$ cat config.mk
export PLATFORM = sky130hd
export DESIGN_NAME = dmem_arbiter_flat
export DESIGN_NICKNAME = d
export VERILOG_FILES = /design/src/rtl/dmem_arbiter_pkg.sv /design/src/rtl/dmem_arbiter_if.sv /design/src/rtl/dmem_arbiter_rr_arbiter2.sv /design/src/rtl/dmem_arbiter.sv /design/src/flat_wrapper.sv
export SDC_FILE = /design/constraint.sdc
export NUM_CORES = 1
export LEC_CHECK = 0
export CORE_UTILIZATION = 40
export DETAILED_ROUTE_END_ITERATION = 16
export GPL_ROUTABILITY_DRIVEN = 1
export GPL_TIMING_DRIVEN = 1
export HOLD_SLACK_MARGIN = 0.12
export PLACE_DENSITY = 0.83
export SLEW_MARGIN = 20
export SYNTH_ARGS = -nofsm -noshare
export SYNTH_HDL_FRONTEND = slang
export SYNTH_SLANG_ARGS = --single-unit
$ cat constraint.sdc
create_clock -name clk -period 4.7 [get_ports clk]
set_input_delay 0.705 -clock clk [delete_from_list [all_inputs] [get_ports clk]]
set_output_delay 0.705 -clock clk [all_outputs]
set_load 0.02 [all_outputs]
$ cat src/rtl/dmem_arbiter_pkg.sv
// Shared types and constants for the two-port DataMemory arbiter.
// The sequencer FSM states, port identifiers and word-alignment helper live here.
package dmem_arb_pkg;

    typedef enum logic [1:0] {
        IDLE,
        ACCESS,
        WAIT,
        RESP
    } state_t;

    localparam logic PORT0 = 1'b0;
    localparam logic PORT1 = 1'b1;

    localparam logic [1:0] ALIGN_MASK = 2'b11;

    function automatic logic is_aligned(input logic [1:0] addr_lsb);
        return (addr_lsb & ALIGN_MASK) == 2'b00;
    endfunction

endpackage

$ cat src/rtl/dmem_arbiter_if.sv
// Bundle of both request/response ports plus the DataMemory side of the arbiter.
// The arbiter uses the slave modport; masters and the memory model sit on the master side.
interface dmem_arbiter_if #(
    parameter int ADDR_W = 32,
    parameter int DATA_W = 32
);

    logic              req0_valid;
    logic              req0_ready;
    logic              req0_we;
    logic [ADDR_W-1:0] req0_addr;
    logic [DATA_W-1:0] req0_wdata;
    logic              rsp0_valid;
    logic [DATA_W-1:0] rsp0_rdata;
    logic              rsp0_err;

    logic              req1_valid;
    logic              req1_ready;
    logic              req1_we;
    logic [ADDR_W-1:0] req1_addr;
    logic [DATA_W-1:0] req1_wdata;
    logic              rsp1_valid;
    logic [DATA_W-1:0] rsp1_rdata;
    logic              rsp1_err;

    logic [ADDR_W-1:0] mem_address;
    logic              mem_read;
    logic              mem_write;
    logic [DATA_W-1:0] mem_write_data;
    logic [DATA_W-1:0] mem_read_data;

    modport master (
        output req0_valid, req0_we, req0_addr, req0_wdata,
        output req1_valid, req1_we, req1_addr, req1_wdata,
        input  req0_ready, rsp0_valid, rsp0_rdata, rsp0_err,
        input  req1_ready, rsp1_valid, rsp1_rdata, rsp1_err,
        input  mem_address, mem_read, mem_write, mem_write_data,
        output mem_read_data
    );

    modport slave (
        input  req0_valid, req0_we, req0_addr, req0_wdata,
        input  req1_valid, req1_we, req1_addr, req1_wdata,
        output req0_ready, rsp0_valid, rsp0_rdata, rsp0_err,
        output req1_ready, rsp1_valid, rsp1_rdata, rsp1_err,
        output mem_address, mem_read, mem_write, mem_write_data,
        input  mem_read_data
    );

endinterface

$ cat src/rtl/dmem_arbiter_rr_arbiter2.sv
// Two-input round-robin arbiter: combinational grant plus the last-grant flop.
// On a tie the port that did not win last time is chosen; port 0 wins the first tie after reset.
module rr_arbiter2
    import dmem_arb_pkg::*;
(
    input  logic       clk,
    input  logic       reset,
    input  logic [1:0] req,
    input  logic       update_en,
    input  logic       update_id,
    output logic       gnt_valid,
    output logic       gnt_id
);

    logic last_grant;

    always_ff @(posedge clk or posedge reset) begin
        if (reset) begin
            last_grant <= PORT1;
        end else if (update_en) begin
            last_grant <= update_id;
        end
    end

    always_comb begin
        gnt_valid = |req;
        gnt_id    = PORT0;
        if (req == 2'b11) begin
            gnt_id = ~last_grant;
        end else if (req[1]) begin
            gnt_id = PORT1;
        end
    end

endmodule

$ cat src/rtl/dmem_arbiter.sv
// Round-robin arbiter and sequencer serialising two masters onto the single-ported DataMemory.
// One transaction at a time: IDLE -> ACCESS -> (WAIT) -> RESP, with misaligned requests short-cut to RESP.
module dmem_arbiter
    import dmem_arb_pkg::*;
#(
    parameter int ADDR_W     = 32,
    parameter int DATA_W     = 32,
    parameter int RD_LATENCY = 0
) (
    input  logic           clk,
    input  logic           reset,
    dmem_arbiter_if.slave  bus
);

    localparam int CNT_W = (RD_LATENCY > 1) ? $clog2(RD_LATENCY) : 1;
    localparam logic [CNT_W-1:0] CNT_LOAD = CNT_W'((RD_LATENCY > 0) ? RD_LATENCY - 1 : 0);

    state_t            state;
    state_t            state_nx;
    logic              port_q;
    logic              we_q;
    logic              err_q;
    logic [ADDR_W-1:0] addr_q;
    logic [DATA_W-1:0] wdata_q;
    logic [DATA_W-1:0] rdata_q;
    logic [CNT_W-1:0]  cnt_q;

    logic              gnt_valid;
    logic              gnt_id;
    logic              accept;
    logic              capture;
    logic              win_we;
    logic [ADDR_W-1:0] win_addr;
    logic [DATA_W-1:0] win_wdata;

    rr_arbiter2 u_rr (
        .clk       (clk),
        .reset     (reset),
        .req       ({bus.req1_valid, bus.req0_valid}),
        .update_en (state == RESP),
        .update_id (port_q),
        .gnt_valid (gnt_valid),
        .gnt_id    (gnt_id)
    );

    assign win_we    = (gnt_id == PORT1) ? bus.req1_we    : bus.req0_we;
    assign win_addr  = (gnt_id == PORT1) ? bus.req1_addr  : bus.req0_addr;
    assign win_wdata = (gnt_id == PORT1) ? bus.req1_wdata : bus.req0_wdata;
    assign accept    = (state == IDLE) && gnt_valid;

    always_ff @(posedge clk or posedge reset) begin
        if (reset) begin
            state   <= IDLE;
            port_q  <= PORT0;
            we_q    <= 1'b0;
            err_q   <= 1'b0;
            addr_q  <= '0;
            wdata_q <= '0;
            rdata_q <= '0;
            cnt_q   <= '0;
        end else begin
            state <= state_nx;
            if (accept) begin
                port_q  <= gnt_id;
                we_q    <= win_we;
                addr_q  <= win_addr;
                wdata_q <= win_wdata;
                err_q   <= ~is_aligned(win_addr[1:0]);
                rdata_q <= '0;
            end
            if (state == ACCESS) begin
                cnt_q <= CNT_LOAD;
            end else if (state == WAIT) begin
                cnt_q <= cnt_q - CNT_W'(1);
            end
            if (capture) begin
                rdata_q <= bus.mem_read_data;
            end
        end
    end

    // Ready is gated by reset so every output reads 0 while reset is held.
    always_comb begin
        state_nx           = state;
        capture            = 1'b0;
        bus.req0_ready     = 1'b0;
        bus.req1_ready     = 1'b0;
        bus.rsp0_valid     = 1'b0;
        bus.rsp0_rdata     = '0;
        bus.rsp0_err       = 1'b0;
        bus.rsp1_valid     = 1'b0;
        bus.rsp1_rdata     = '0;
        bus.rsp1_err       = 1'b0;
        bus.mem_address    = '0;
        bus.mem_read       = 1'b0;
        bus.mem_write      = 1'b0;
        bus.mem_write_data = '0;
        case (state)
            IDLE: begin
                if (gnt_valid && !reset) begin
                    bus.req0_ready = (gnt_id == PORT0);
                    bus.req1_ready = (gnt_id == PORT1);
                    state_nx = is_aligned(win_addr[1:0]) ? ACCESS : RESP;
                end
            end
            ACCESS: begin
                bus.mem_address = addr_q;
                if (we_q) begin
                    bus.mem_write      = 1'b1;
                    bus.mem_write_data = wdata_q;
                    state_nx           = RESP;
                end else begin
                    bus.mem_read = 1'b1;
                    if (RD_LATENCY > 0) begin
                        state_nx = WAIT;
                    end else begin
                        capture  = 1'b1;
                        state_nx = RESP;
                    end
                end
            end
            WAIT: begin
                bus.mem_address = addr_q;
                bus.mem_read    = 1'b1;
                if (cnt_q == '0) begin
                    capture  = 1'b1;
                    state_nx = RESP;
                end
            end
            RESP: begin
                if (port_q == PORT1) begin
                    bus.rsp1_valid = 1'b1;
                    bus.rsp1_rdata = rdata_q;
                    bus.rsp1_err   = err_q;
                end else begin
                    bus.rsp0_valid = 1'b1;
                    bus.rsp0_rdata = rdata_q;
                    bus.rsp0_err   = err_q;
                end
                state_nx = IDLE;
            end
            default: state_nx = IDLE;
        endcase
    end

endmodule

$ cat src/flat_wrapper.sv
// flat-port wrapper written by rule: the top's interface ports become plain ports
module dmem_arbiter_flat import dmem_arb_pkg::*;
#(
    parameter int ADDR_W     = 32,
    parameter int DATA_W     = 32,
    parameter int RD_LATENCY = 0
)
  (clk, reset, bus_req0_valid, bus_req0_we, bus_req0_addr, bus_req0_wdata, bus_req1_valid, bus_req1_we, bus_req1_addr, bus_req1_wdata, bus_req0_ready, bus_rsp0_valid, bus_rsp0_rdata, bus_rsp0_err, bus_req1_ready, bus_rsp1_valid, bus_rsp1_rdata, bus_rsp1_err, bus_mem_address, bus_mem_read, bus_mem_write, bus_mem_write_data, bus_mem_read_data);
  dmem_arbiter_if #(.ADDR_W(ADDR_W), .DATA_W(DATA_W)) bus_i ();
  input  logic clk;
  input  logic reset;
  input wire logic [$bits(bus_i.req0_valid)-1:0] bus_req0_valid;
  input wire logic [$bits(bus_i.req0_we)-1:0] bus_req0_we;
  input wire logic [$bits(bus_i.req0_addr)-1:0] bus_req0_addr;
  input wire logic [$bits(bus_i.req0_wdata)-1:0] bus_req0_wdata;
  input wire logic [$bits(bus_i.req1_valid)-1:0] bus_req1_valid;
  input wire logic [$bits(bus_i.req1_we)-1:0] bus_req1_we;
  input wire logic [$bits(bus_i.req1_addr)-1:0] bus_req1_addr;
  input wire logic [$bits(bus_i.req1_wdata)-1:0] bus_req1_wdata;
  output wire logic [$bits(bus_i.req0_ready)-1:0] bus_req0_ready;
  output wire logic [$bits(bus_i.rsp0_valid)-1:0] bus_rsp0_valid;
  output wire logic [$bits(bus_i.rsp0_rdata)-1:0] bus_rsp0_rdata;
  output wire logic [$bits(bus_i.rsp0_err)-1:0] bus_rsp0_err;
  output wire logic [$bits(bus_i.req1_ready)-1:0] bus_req1_ready;
  output wire logic [$bits(bus_i.rsp1_valid)-1:0] bus_rsp1_valid;
  output wire logic [$bits(bus_i.rsp1_rdata)-1:0] bus_rsp1_rdata;
  output wire logic [$bits(bus_i.rsp1_err)-1:0] bus_rsp1_err;
  output wire logic [$bits(bus_i.mem_address)-1:0] bus_mem_address;
  output wire logic [$bits(bus_i.mem_read)-1:0] bus_mem_read;
  output wire logic [$bits(bus_i.mem_write)-1:0] bus_mem_write;
  output wire logic [$bits(bus_i.mem_write_data)-1:0] bus_mem_write_data;
  input wire logic [$bits(bus_i.mem_read_data)-1:0] bus_mem_read_data;
  assign bus_i.req0_valid = bus_req0_valid;
  assign bus_i.req0_we = bus_req0_we;
  assign bus_i.req0_addr = bus_req0_addr;
  assign bus_i.req0_wdata = bus_req0_wdata;
  assign bus_i.req1_valid = bus_req1_valid;
  assign bus_i.req1_we = bus_req1_we;
  assign bus_i.req1_addr = bus_req1_addr;
  assign bus_i.req1_wdata = bus_req1_wdata;
  assign bus_req0_ready = bus_i.req0_ready;
  assign bus_rsp0_valid = bus_i.rsp0_valid;
  assign bus_rsp0_rdata = bus_i.rsp0_rdata;
  assign bus_rsp0_err = bus_i.rsp0_err;
  assign bus_req1_ready = bus_i.req1_ready;
  assign bus_rsp1_valid = bus_i.rsp1_valid;
  assign bus_rsp1_rdata = bus_i.rsp1_rdata;
  assign bus_rsp1_err = bus_i.rsp1_err;
  assign bus_mem_address = bus_i.mem_address;
  assign bus_mem_read = bus_i.mem_read;
  assign bus_mem_write = bus_i.mem_write;
  assign bus_mem_write_data = bus_i.mem_write_data;
  assign bus_i.mem_read_data = bus_mem_read_data;
  dmem_arbiter #(.ADDR_W(ADDR_W), .DATA_W(DATA_W), .RD_LATENCY(RD_LATENCY)) u_core (.clk(clk), .reset(reset), .bus(bus_i));
endmodule
==> results.json <==
{
  "grt_start_max_net_pins": 95,
  "grt_pass1_wl_mm": 25.86,
  "end_kind": "output port",
  "syn-num-nets": 782,
  "drc": 0,
  "dieArea_mm2": 0.01482,
  "cellPowerDensity_mw_per_mm2": 557.8,
  "synth_seq_cells": 103,
  "layout_setup_ws_ns": 1.295,
  "period_share_pct": 72.44,
  "htreeDepth": 3,
  "root_buffer": "clkbuf_16",
  "diodes": 0,
  "setup_viol": 0,
  "wl_met1_mm": 6.485,
  "synthArstFlopShare_pct": 100.0,
  "n_fill_cell": 1159,
  "cts_setup_buffers": 0,
  "ys_types": 27,
  "drtIter0Drc": 232,
  "gp_congestion": 0.7945,
  "fin_crit_ns": 3.405,
  "dr_wl_met2_mm": 8.303,
  "clock_latency_ns": 0.34,
  "yosysTopAreaCell": "dfrtp_1",
  "status": "finished, final reports clean",
  "worstMarginPinSlew_ns": 1.034,
  "syn-cell-area_mm2": 0.005736,
  "max_freq_mhz": 293.7,
  "worst-endpoint-required_ns": 3.99,
  "vias_per_cell": 4.836,
  "wire_per_inst_um": 15.49,
  "cts_sinks": 103,
  "hold_viol_final": 0,
  "hold_buffers": 0,
  "antenna_left": 0,
  "hpwl_mm": 12.36,
  "grt_overflow": 0,
  "coreArea_mm2": 0.01393,
  "cts_buffers": 9,
  "grt_pass1_vias": 5057,
  "port_buffers": 301,
  "tns_ns": 0,
  "ys.flop_type": "dfrtp_1",
  "rows": 43,
  "antenna_found_initial": 0,
  "clkTransAtPathRegs_ns": 0.06,
  "drt_first_pass_iters": 4,
  "num_vias": 5155,
  "place_ws_ns": 1.484,
  "cts_buffer_depth": 2,
  "nNetsFinal": 1053,
  "hold_path.class": "flip-flop to flip-flop",
  "grt_usage_pct": 22.70,
  "syn_area_per_cell_um2": 9.402,
  "dr.max_layer_used": "met4",
  "cp-start-kind": "flip-flop",
  "dieHeight_um": 121.7,
  "tritoncts": "yes",
  "criticalPathCategory": "flip-flop to output port",
  "synthCells": 610,
  "crit_arrival_ns": 2.70,
  "cap_violations": 0,
  "worstPathMaxFanout": 36,
  "drive_above_1_share_pct": 3.725,
  "rsz0062_at_grt": "false",
  "fin_skew_ns": 0.008206,
  "leakagePower_nw": 4.412,
  "peakVddDrop_mv": 0.2616,
  "yosys-top-cells-area": "dfrtp_1 45%, mux2i_1 17%, and2_1 7.3%",
  "synth_edf_count": 0,
  "layout_common_cells": "301 x clkdlybuf4s50_1, 102 x dfrtp_1, 98 x nand2_1",
  "die_w_um": 121.7,
  "start_util_pct": 41.16,
  "area_growth_pct": 57.94,
  "ys_warn_count": 0,
  "yosysSeqAreaShare_pct": 44.96,
  "slew_viol_final": 0,
  "cts_resized": 0,
  "final_common_cell": "clkdlybuf4s50_1",
  "io_pins": 302,
  "routed_wl_mm": 16.51,
  "synth_top_area_share_pct": 44.50,
  "wl_met3_mm": 1.301,
  "slew_headroom_pct": 31.09,
  "power.total_mw": 5.053
}
## logic make-up (layout without fill, tap and decap cells)
| family | after synthesis | in the layout | synth area share, % |
|---|---|---|---|
| muxes | 100 | 100 | 17.52 |
| AOI/OAI and AO/OA | 76 | 76 | 7.068 |
| buffers and inverters | 84 | 360 | 7.177 |
| DFF | 103 | 103 | 44.96 |
| and+or+nand+nor | 241 | 241 | 21.97 |
| adders and majority gates | 6 | 6 | 1.309 |
## synthesized netlist by cell type, types with 6 or more instances
library cell	number
dfrtp_1	102
nand2_1	98
mux2i_1	97
and2_1	67
and3_1	66
o21ai_0	48
inv_1	35
clkbuf_1	25
o21ai_1	21
buf_4	10
buf_2	8
ha_1	6
## per-layer routing
metal	vias to the layer above	track usage, %
met4	0	9.028
met5	-	0
li1	2561	-
met3	30	5.946
met2	208	39.94
met1	2356	26.08
## power breakdown
group          switching [mW]  leakage [nW]  internal, mW  total [mW]
logic                    1.46          2.99          1.28        2.74
clock network           0.320         0.142         0.385       0.705
registers               0.302          1.28          1.31        1.61
total                    2.08          4.41          2.97        5.05
## per-stage QoR
step / instances / hold slack, ns / util, % / cell area [µm²]
floorplan: 610 / 0.4418 / - / 5736
global placement: 1050 / 0.4529 / 63.02 / 8782
detailed placement: 1050 / 0.4630 / 63.02 / 8782
CTS: 1066 / 0.4777 / 65.01 / 9059
global route: 1066 / 0.4975 / 65.01 / 9059
finish: 1066 / 0.4733 / 65.01 / 9059
## sequential cells by signal, indices dropped and copies added, names as in the netlist
signal and count:
u_core.err_q 1, u_core.rdata_q 32, u_core.we_q 1, u_core.addr_q 32
u_core.u_rr.last_grant 1, u_core.wdata_q 32, u_core.port_q 1, u_core.state 2
u_core.cnt_q 1
## worst paths after layout
| check | start | to | slack, ns | cells after the start |
|---|---|---|---|---|
| setup / recovery | u_core.state[1]$_DFFE_PP0P_ | bus_mem_address[6] | 1.30 | 4 |
| hold / removal | u_core.addr_q[29]$_DFFE_PP0P_ | u_core.addr_q[29]$_DFFE_PP0P_ | 0.47 | 2 |
| setup reg to reg | u_core.state[0]$_DFFE_PP0P_ | u_core.addr_q[18]$_DFFE_PP0P_ | 2.00 | 6 |
| hold reg to reg | u_core.addr_q[29]$_DFFE_PP0P_ | u_core.addr_q[29]$_DFFE_PP0P_ | 0.47 | 2 |
| max in group asynchronous | reset | u_core.wdata_q[20]$_DFFE_PP0P_ | 2.65 | 3 |
| min in group asynchronous | reset | u_core.addr_q[5]$_DFFE_PP0P_ | 0.82 | 2 |
## layout make-up
cell class                 instances  area (µm²)  share of cell area [%]
sequential                       103        2579                   28.47
clock inverter                     4       20.02                  0.2210
inverter                          35       133.9                   1.478
clock buffer                      12       256.5                   2.831
tap                              180       225.2                   2.486
timing repair buffer             309        3073                   33.92
multi-input combinational        423        2771                   30.59
## critical path, stage by stage (launching register included)
cell and delay [ns]:
dfrtp_1 0.43, inv_1 0.11, ha_1 0.94, and2_1 0.23, clkdlybuf4s50_1 0.65
Note: power is estimated with default switching activity, not from simulation.
==> RTL edit: new RTL, config.mk and constraints unchanged <==
The 4 states of `state_t` get a one-hot encoding in 4 bits.
--- a/src/rtl/dmem_arbiter_pkg.sv
+++ b/src/rtl/dmem_arbiter_pkg.sv
@@ -2,11 +2,11 @@
 // The sequencer FSM states, port identifiers and word-alignment helper live here.
 package dmem_arb_pkg;
 
-    typedef enum logic [1:0] {
-        IDLE,
-        ACCESS,
-        WAIT,
-        RESP
+    typedef enum logic [3:0] {
+        IDLE   = 4'b0001,
+        ACCESS = 4'b0010,
+        WAIT   = 4'b0100,
+        RESP   = 4'b1000
     } state_t;
 
     localparam logic PORT0 = 1'b0;
Behaviour: same outputs for any inputs over 4 cycles, from zero or initial values and one cycle with reset high; so few cycles prove little.
==> RTL edit against the unedited design <==
Worst hold slack better by 0.025 ns; wire length is 0.50% lower; count of clock-buffer cells in the layout is 1 higher; design area is 0.94% lower; worst setup slack better by 0.031 ns; synthesized area is 2.6% lower; sequential cell count stayed put; final cell count is 14% lower; critical path type unchanged; critical endpoint is now bus_rsp1_rdata[2]; largest cell class unchanged.
Power is not compared: it rests on default switching activity, and its combinational part moved more than twofold at a synthesized area within 25%.
==> RTL edit: results (changes against the unedited design) <==
worst_setup_path:
  max_stage_delay_ns: 0.61  # was 0.94 ns
  r2r_end: "u_core.wdata_q[7]$_DFFE_PP0P_"  # was u_core.addr_q[18]$_DFFE_PP0P_
  cp_top_family: "simple AND/OR/NAND/NOR gates"  # was adder cells
  endpoint: "bus_rsp1_rdata[2]"  # was bus_mem_address[6]
  r2r_cells: 4  # was 6
  reg2reg_from: "u_core.state[0]$_DFFE_PP1P_"  # was u_core.state[0]$_DFFE_PP0P_
  r2r_slack_ns: 2.13  # was 2.00 ns
  crit_arrival_ns: 2.67  # was 2.70 ns
  path_max_fanout: 35  # was 36
min_path:
  whs_path_depth: 1  # was 2
  hold_end: "u_core.wdata_q[11]$_DFFE_PP0P_"  # was u_core.addr_q[29]$_DFFE_PP0P_
  min-delay-start: "u_core.wdata_q[11]$_DFFE_PP0P_"  # was u_core.addr_q[29]$_DFFE_PP0P_
cells_and_area:
  drive_above_1_share_pct: 22.6  # was 3.72%
  nets: 906  # was 1,053
synth:
  synth_nets: 624  # was 782
  yosysSeqAreaShare_pct: 46.2  # was 45.0%
  synth_cell_type_count: 30  # was 27
  synthTopCellsByCount: "124 x mux2_2, 101 x dfrtp_1, 100 x and2_1"  # was 102 x dfrtp_1, 98 x nand2_1, 97 x mux2i_1
  synthTopCellsByArea: "dfrtp_1 45%, mux2_2 25%, and2_1 11%"  # was dfrtp_1 45%, mux2i_1 17%, and2_1 7.3%
routing:
  met1_length_mm: 6.23  # was 6.49 mm
  wl_met3_mm: 1.23  # was 1.30 mm
  drt_iter0_drc: 228  # was 232
  wl_met2_mm: 8.56  # was 8.30 mm
  num_vias: 4659  # was 5,155
  wire_per_inst_microns: 17.8  # was 15.5 microns
  drc: 0  # unchanged
global_route:
  grt_pass1_vias: 4960  # was 5,057
  grt_max_degree: 70  # was 95
  grtUsageTotal_pct: 23.5  # was 22.7%
timing:
  holdWs_ns: 0.499  # was 0.473 ns
  skew_ns: 0.00658  # was 0.00821 ns
  relSlewSlack_pct: 35.6  # was 31.1%
place:
  place.gp.congestion: 0.876  # was 0.795
  dp_hpwl_mm: 12.5  # was 12.4 mm
outcome:
  run_status: "finished clean"  # unchanged
clock_network:
  cts_buffers: 9  # unchanged
[RTL edit: cell families after synthesis]
| group | share of synthesized area (%) |
|---|---|
| simple gates | 17.0 |
| flops | 46.2 |
| buf+inv | 3.99 |
| compound gates | 5.78 |
| mux | 27.1 |
[RTL edit: cell type report]
class	instances	area, sq um
multi-input cells	316	2800
repair buffers	308	3070
flip-flops and latches	103	2580
well taps	176	220
clock buffers	13	280
fillers	1025	4480
inverters	2	10.0
clock inverters	3	15.0
[RTL edit: power breakdown]
part / internal [mW] / switching (mW)
logic: 0.454 / 0.263
clock network: 0.415 / 0.322
registers: 1.11 / 0.148
[RTL edit: through the flow]
step | std cells | area (sq um) | worst slack, ns | utilization, % | total power [mW]
global route | 921 | 8970 | 1.17 | 66.7 | 2.86
finish | 921 | 8970 | 1.33 | 66.7 | 2.72
detailed placement | 905 | 8680 | 1.55 | 64.5 | 2.00
floorplan | 458 | 5590 | 1.26 | - | 1.73
CTS | 921 | 8970 | 1.31 | 66.7 | 2.74
global placement | 905 | 8680 | 1.58 | 64.5 | 1.96
[RTL edit: worst register-to-register path, stage by stage (launching register included)]
cell and delay (ns):
dfstp_2 0.60, nor3b_4 0.28, and2_2 0.72, buf_4 0.46, mux2_2 0.40
[RTL edit: layer usage]
layer  vias up  global-route usage [%]
li1       2161                       -
met1      2272                    26.3
met2       199                    41.7
met3        27                    6.60
met4         0                    9.92
met5         -                       0
